===== src/rtl/dem_seq_ctrl.sv =====
// Run sequencer for the 8-bit DEM up/down counter: clear, up to TOP, pause, down to 0, pause, per speed.
// Optional SEQ_LOOP_EN: restart from speed 1 after each completed run until stop.
module dem_seq_ctrl #(
  parameter int unsigned HOLD_CYC   = 50_000_000,
  parameter int unsigned LAST_SPEED = 3,
  parameter logic [7:0]  TOP        = 8'hFF
) (
  input  logic       clk,
  input  logic       reset,
  input  logic       start,
  input  logic       stop,
  input  logic [7:0] led,
  output logic [1:0] sw,
  output logic       ud,
  output logic       cnt_rst,
  output logic       busy,
  output logic [2:0] phase,
  output logic       done
);

  localparam int unsigned HOLD_W = 26;
  localparam int unsigned SPD_W  = 2;
  localparam logic [HOLD_W-1:0] HOLD_LAST = HOLD_W'(HOLD_CYC - 1);
  localparam logic [SPD_W-1:0]  SPD_LAST  = SPD_W'(LAST_SPEED);
  localparam logic [SPD_W-1:0]  SPD_FIRST = SPD_W'(1);

  typedef enum logic [2:0] {
    S_IDLE   = 3'd0,
    S_CLEAR  = 3'd1,
    S_UP     = 3'd2,
    S_HOLD_T = 3'd3,
    S_DOWN   = 3'd4,
    S_HOLD_B = 3'd5,
    S_DONE   = 3'd6
  } state_t;

  state_t              state_q, state_d;
  logic [SPD_W-1:0]    spd_q, spd_d;
  logic [HOLD_W-1:0]   hold_q, hold_d;
  logic                clr_q, clr_d;

  logic [SPD_W-1:0]    sw_d;
  logic                ud_d, cnt_rst_d, busy_d, done_d;

  // State, speed, pause and clear-length registers
  always_ff @(posedge clk or negedge reset) begin
    if (!reset) begin
      state_q <= S_IDLE;
      spd_q   <= SPD_FIRST;
      hold_q  <= '0;
      clr_q   <= 1'b0;
    end else begin
      state_q <= state_d;
      spd_q   <= spd_d;
      hold_q  <= hold_d;
      clr_q   <= clr_d;
    end
  end

  // Next-state logic; stop overrides every transition
  always_comb begin
    state_d = state_q;
    spd_d   = spd_q;
    hold_d  = hold_q;
    clr_d   = clr_q;
    if (stop) begin
      state_d = S_IDLE;
    end else begin
      case (state_q)
        S_IDLE: begin
          if (start) begin
            state_d = S_CLEAR;
            spd_d   = SPD_FIRST;
            clr_d   = 1'b0;
          end
        end
        S_CLEAR: begin
          if (clr_q) state_d = S_UP;
          else       clr_d   = 1'b1;
        end
        S_UP: begin
          if (led == TOP) begin
            state_d = S_HOLD_T;
            hold_d  = '0;
          end
        end
        S_HOLD_T: begin
          if (hold_q == HOLD_LAST) state_d = S_DOWN;
          else                     hold_d  = hold_q + HOLD_W'(1);
        end
        S_DOWN: begin
          if (led == 8'h00) begin
            if (spd_q == SPD_LAST) begin
              state_d = S_DONE;
            end else begin
              state_d = S_HOLD_B;
              spd_d   = spd_q + SPD_W'(1);
              hold_d  = '0;
            end
          end
        end
        S_HOLD_B: begin
          if (hold_q == HOLD_LAST) state_d = S_UP;
          else                     hold_d  = hold_q + HOLD_W'(1);
        end
        S_DONE: begin
`ifdef SEQ_LOOP_EN
          state_d = S_CLEAR;
          spd_d   = SPD_FIRST;
          clr_d   = 1'b0;
`else
          state_d = S_IDLE;
`endif
        end
        default: state_d = S_IDLE;
      endcase
    end
  end

  // Output decode from the upcoming state so the registered outputs line up with phase
  always_comb begin
    sw_d      = '0;
    ud_d      = 1'b1;
    cnt_rst_d = 1'b0;
    busy_d    = 1'b1;
    done_d    = 1'b0;
    case (state_d)
      S_IDLE: begin
        cnt_rst_d = 1'b1;
        busy_d    = 1'b0;
      end
      S_CLEAR:  cnt_rst_d = 1'b1;
      S_UP:     sw_d      = spd_d;
      S_HOLD_T: ud_d      = 1'b1;
      S_DOWN: begin
        sw_d = spd_d;
        ud_d = 1'b0;
      end
      S_HOLD_B: ud_d = 1'b0;
      S_DONE: begin
        done_d    = 1'b1;
        cnt_rst_d = 1'b1;
      end
      default: begin
        cnt_rst_d = 1'b1;
        busy_d    = 1'b0;
      end
    endcase
  end

  always_ff @(posedge clk or negedge reset) begin
    if (!reset) begin
      sw      <= '0;
      ud      <= 1'b1;
      cnt_rst <= 1'b1;
      busy    <= 1'b0;
      done    <= 1'b0;
    end else begin
      sw      <= sw_d;
      ud      <= ud_d;
      cnt_rst <= cnt_rst_d;
      busy    <= busy_d;
      done    <= done_d;
    end
  end

  assign phase = state_q;

endmodule


===== config.mk =====
export PLATFORM = sky130hd
export DESIGN_NAME = dem_seq_ctrl
export DESIGN_NICKNAME = d
export VERILOG_FILES = /design/src/rtl/dem_seq_ctrl.sv
export SDC_FILE = /design/constraint.sdc
export NUM_CORES = 1
export LEC_CHECK = 0
export CAP_MARGIN = 25
export CELL_PAD_IN_SITES_DETAIL_PLACEMENT = 0
export CELL_PAD_IN_SITES_GLOBAL_PLACEMENT = 2
export CORE_ASPECT_RATIO = 1.25
export CORE_UTILIZATION = 39
export CTS_BUF_LIST = sky130_fd_sc_hd__clkbuf_4 sky130_fd_sc_hd__clkbuf_8 sky130_fd_sc_hd__clkbuf_16
export DETAILED_ROUTE_END_ITERATION = 10
export PLACE_DENSITY = 0.83
export SLEW_MARGIN = 20
export SYNTH_ARGS = -nofsm -noshare
export SYNTH_HDL_FRONTEND = slang
export SYNTH_SLANG_ARGS = --single-unit

===== constraint.sdc =====
create_clock -name clk -period 4.9 [get_ports clk]
set_clock_uncertainty 0.05 [all_clocks]
set_input_delay 0.735 -clock clk [delete_from_list [all_inputs] [get_ports clk]]
set_output_delay 0.735 -clock clk [all_outputs]
set_load 0.02 [all_outputs]

==> results_dict.tcl <==
set metrics [dict create \
    ir_drop_mv 0.184 \
    cts-resized-gates 0 \
    yosysWarningCount 0 \
    grt_use_total_pct 20.5 \
    synth_edf_count 0 \
    slew_violations 0 \
    internal_power_uw 584 \
    route.detailed.drc 3 \
    dieArea_sq_um 6270 \
    nets 284 \
    synth_top_area_share_pct 37.7 \
    pwr-share-seq_pct 43.9 \
    required_ps 5020 \
    crit_fanout 13 \
    switching_share_pct 32.7 \
    grt_pass1_vias 2033 \
    ios 21 \
    drt_wl_total_um 5830 \
    cap_viol_max_count 0 \
    holdCritPathClass "reg2reg" \
    ctsHtreeMaxLevel 2 \
    syn_nets 265 \
    numClockSinks 38 \
    async_flop_share_pct 100 \
    antenna_cells 0 \
    synth_cell_types 55 \
    ys.flop_type "dfrtp_1" \
    worstPathArrival_ps 3140 \
    gp_congestion 0.787 \
    ctsRootBufferMaster "clkbuf_8" \
    tns_ps 0 \
    max_freq_mhz 332 \
    first_iter_violations 130 \
    core-area_sq_um 5780 \
    netlist_instances 252 \
    setup_viol 0 \
    via_per_inst 6.01 \
    clock_path_buffers 2 \
    rsz0062_at_grt "no" \
    routedWlPerCell_um 17.3 \
    grt_pass1_wl_um 9910 \
    vias 2031 \
    post-cts-setup-buffers 0 \
    cts_made_buffers 5 \
    dp_hpwl_um 4170 \
    power_frac_comb_pct 24.4 \
    worstMarginPinSlew_ps 1040 \
    violations "DRC" \
    ys_top_cells_by_area "dfrtp_1, o21ai_0, dfstp_2" \
    period_minus_slack_ps 3010 \
    power.share.clock_pct 31.7 \
    die_height_um 88.3 \
    endpoint_kind "register" \
    detail-route-antenna-nets 0 \
    synth-seq-area-share_pct 41.1 \
    timing.setup.critical_path_class "in2reg" \
    final_util_pct 46.1 \
    fin_crit_sh_pct 61.5 \
    overflow 0 \
    p_leak_uw 0.00101 \
    critPathLaunchType "input port" \
    fillers 608 \
    power.switching_uw 284 \
    finalHoldViolCount 0 \
    avgSynthCellArea_sq_um 9.22 \
    grt_max_degree 39 \
    synth_area_sq_um 2320 \
    portBuffers 20 \
    max_slew_margin_pct 30.2 \
    dieWidth_um 71.0 \
    initial_utilization_pct 40.2 \
    num_rows 31 \
    synth_area_leader_cell "dfrtp_1" \
    synth_commonest_cells "dfrtp_1, nand2_1, o21ai_0" \
    clk_pin_slew_worst_paths_ps 80 \
    p_per_area_nw_per_um2 326 \
    cts_tree "built" \
    outcome "finished with violations" \
    antenna_found_initial 0 \
    drive_above_1_share_pct 16.9 \
    ctsHoldBuffers 0 \
    synth_most_common_cell "dfrtp_1" \
    ys_ff_latch 38 \
    firstDrtPassIters 7 \
    insertion_delay_ps 290 \
    synthToLayoutAreaGrowth_pct 14.7 \
]
[critical path, cell delays in order]
cell	delay, ps
clkdlybuf4s50_1	440
nor4_2	370
nand4_1	160
o21ai_2	150
nand2_1	320
nor2_1	640
buf_4	280
a21oi_1	50
[placed cells by master (no fill, tap or decap), drive strengths merged, types with 4 or more instances in the layout]
cell and instances:
o31ai 10, o21ai 26, o41ai 5, nand2 21, nand3 15, clkbuf 5, a21oi 23, or4 6
nand4 9, and4 4, dfrtp 35, nor3 5, inv 8, or3 11, and2 4, nor2 13
clkdlybuf4s50 19, a21o 5, o21a 6
[routing by layer]
metal / vias to the layer above / GRT usage, % / part of all wire, %
met1: 982 / 24.6 / 44
met2: 45 / 36.8 / 51
met3: 8 / 3.64 / 3.2
li1: 996 / - / -
met5: - / 0 / 0
met4: 0 / 7.82 / 1.5
[registers in the layout, indices dropped and copies added, names as in the netlist]
register / flops
busy: 1
phase: 3
ud: 1
sw: 2
hold_q: 26
clr_q: 1
done: 1
spd_q: 2
cnt_rst: 1
[path summary, 6_finish.rpt]
kind,start,end,slack [ps],depth (start not counted)
max in group asynchronous,reset,hold_q[20],3750,1
max,led[1],hold_q[16],1890,8
min reg2reg,hold_q[25],hold_q[25],450,1
max reg2reg,phase[1],hold_q[16],2230,6
min,hold_q[25],hold_q[25],450,1
min in group asynchronous,reset,sw[1],500,1
[cells by family after synthesis]
logic type,after synthesis,synth area share (%)
AND/OR/NAND/NOR,106,27.5
multiplexers,1,0.431
AO/OA/AOI/OAI,88,26.5
adder cells (fa/ha/maj),1,0.539
buffers and inverters,18,3.93
flip-flops,38,41.1
[per-stage QoR]
stage / instances / hold slack [ps] / power, uW / worst slack (ps) / instance area (sq um)
floorplan: 252 / 387 / 522 / 2540 / 2320
global placement: 330 / 432 / 601 / 1600 / 2550
detailed placement: 330 / 445 / 600 / 1570 / 2550
CTS: 338 / 460 / 875 / 1860 / 2660
global route: 338 / 486 / 915 / 1680 / 2660
finish: 338 / 447 / 868 / 1890 / 2660
[power by group through the flow]
stage / clock, uW / sequential [uW] / combinational (uW)
after detailed placement: 0 / 386 / 213
after global routing: 292 / 387 / 236
final: 275 / 381 / 212
after CTS: 280 / 380 / 215
after global placement: 0 / 387 / 214
after floorplan: 0 / 382 / 140
[final cells by class]
class / count / area (sq um) / share of cell area, %
Inverter: 8 / 30.0 / 1.13
Clock buffer: 5 / 68.8 / 2.58
Multi-Input combinational cell: 196 / 1280 / 47.9
Timing Repair Buffer: 22 / 210 / 7.89
Clock inverter: 3 / 40.0 / 1.50
Sequential cell: 38 / 955 / 35.9
Tap cell: 66 / 82.6 / 3.10
Power figures use the tool's default switching activity.
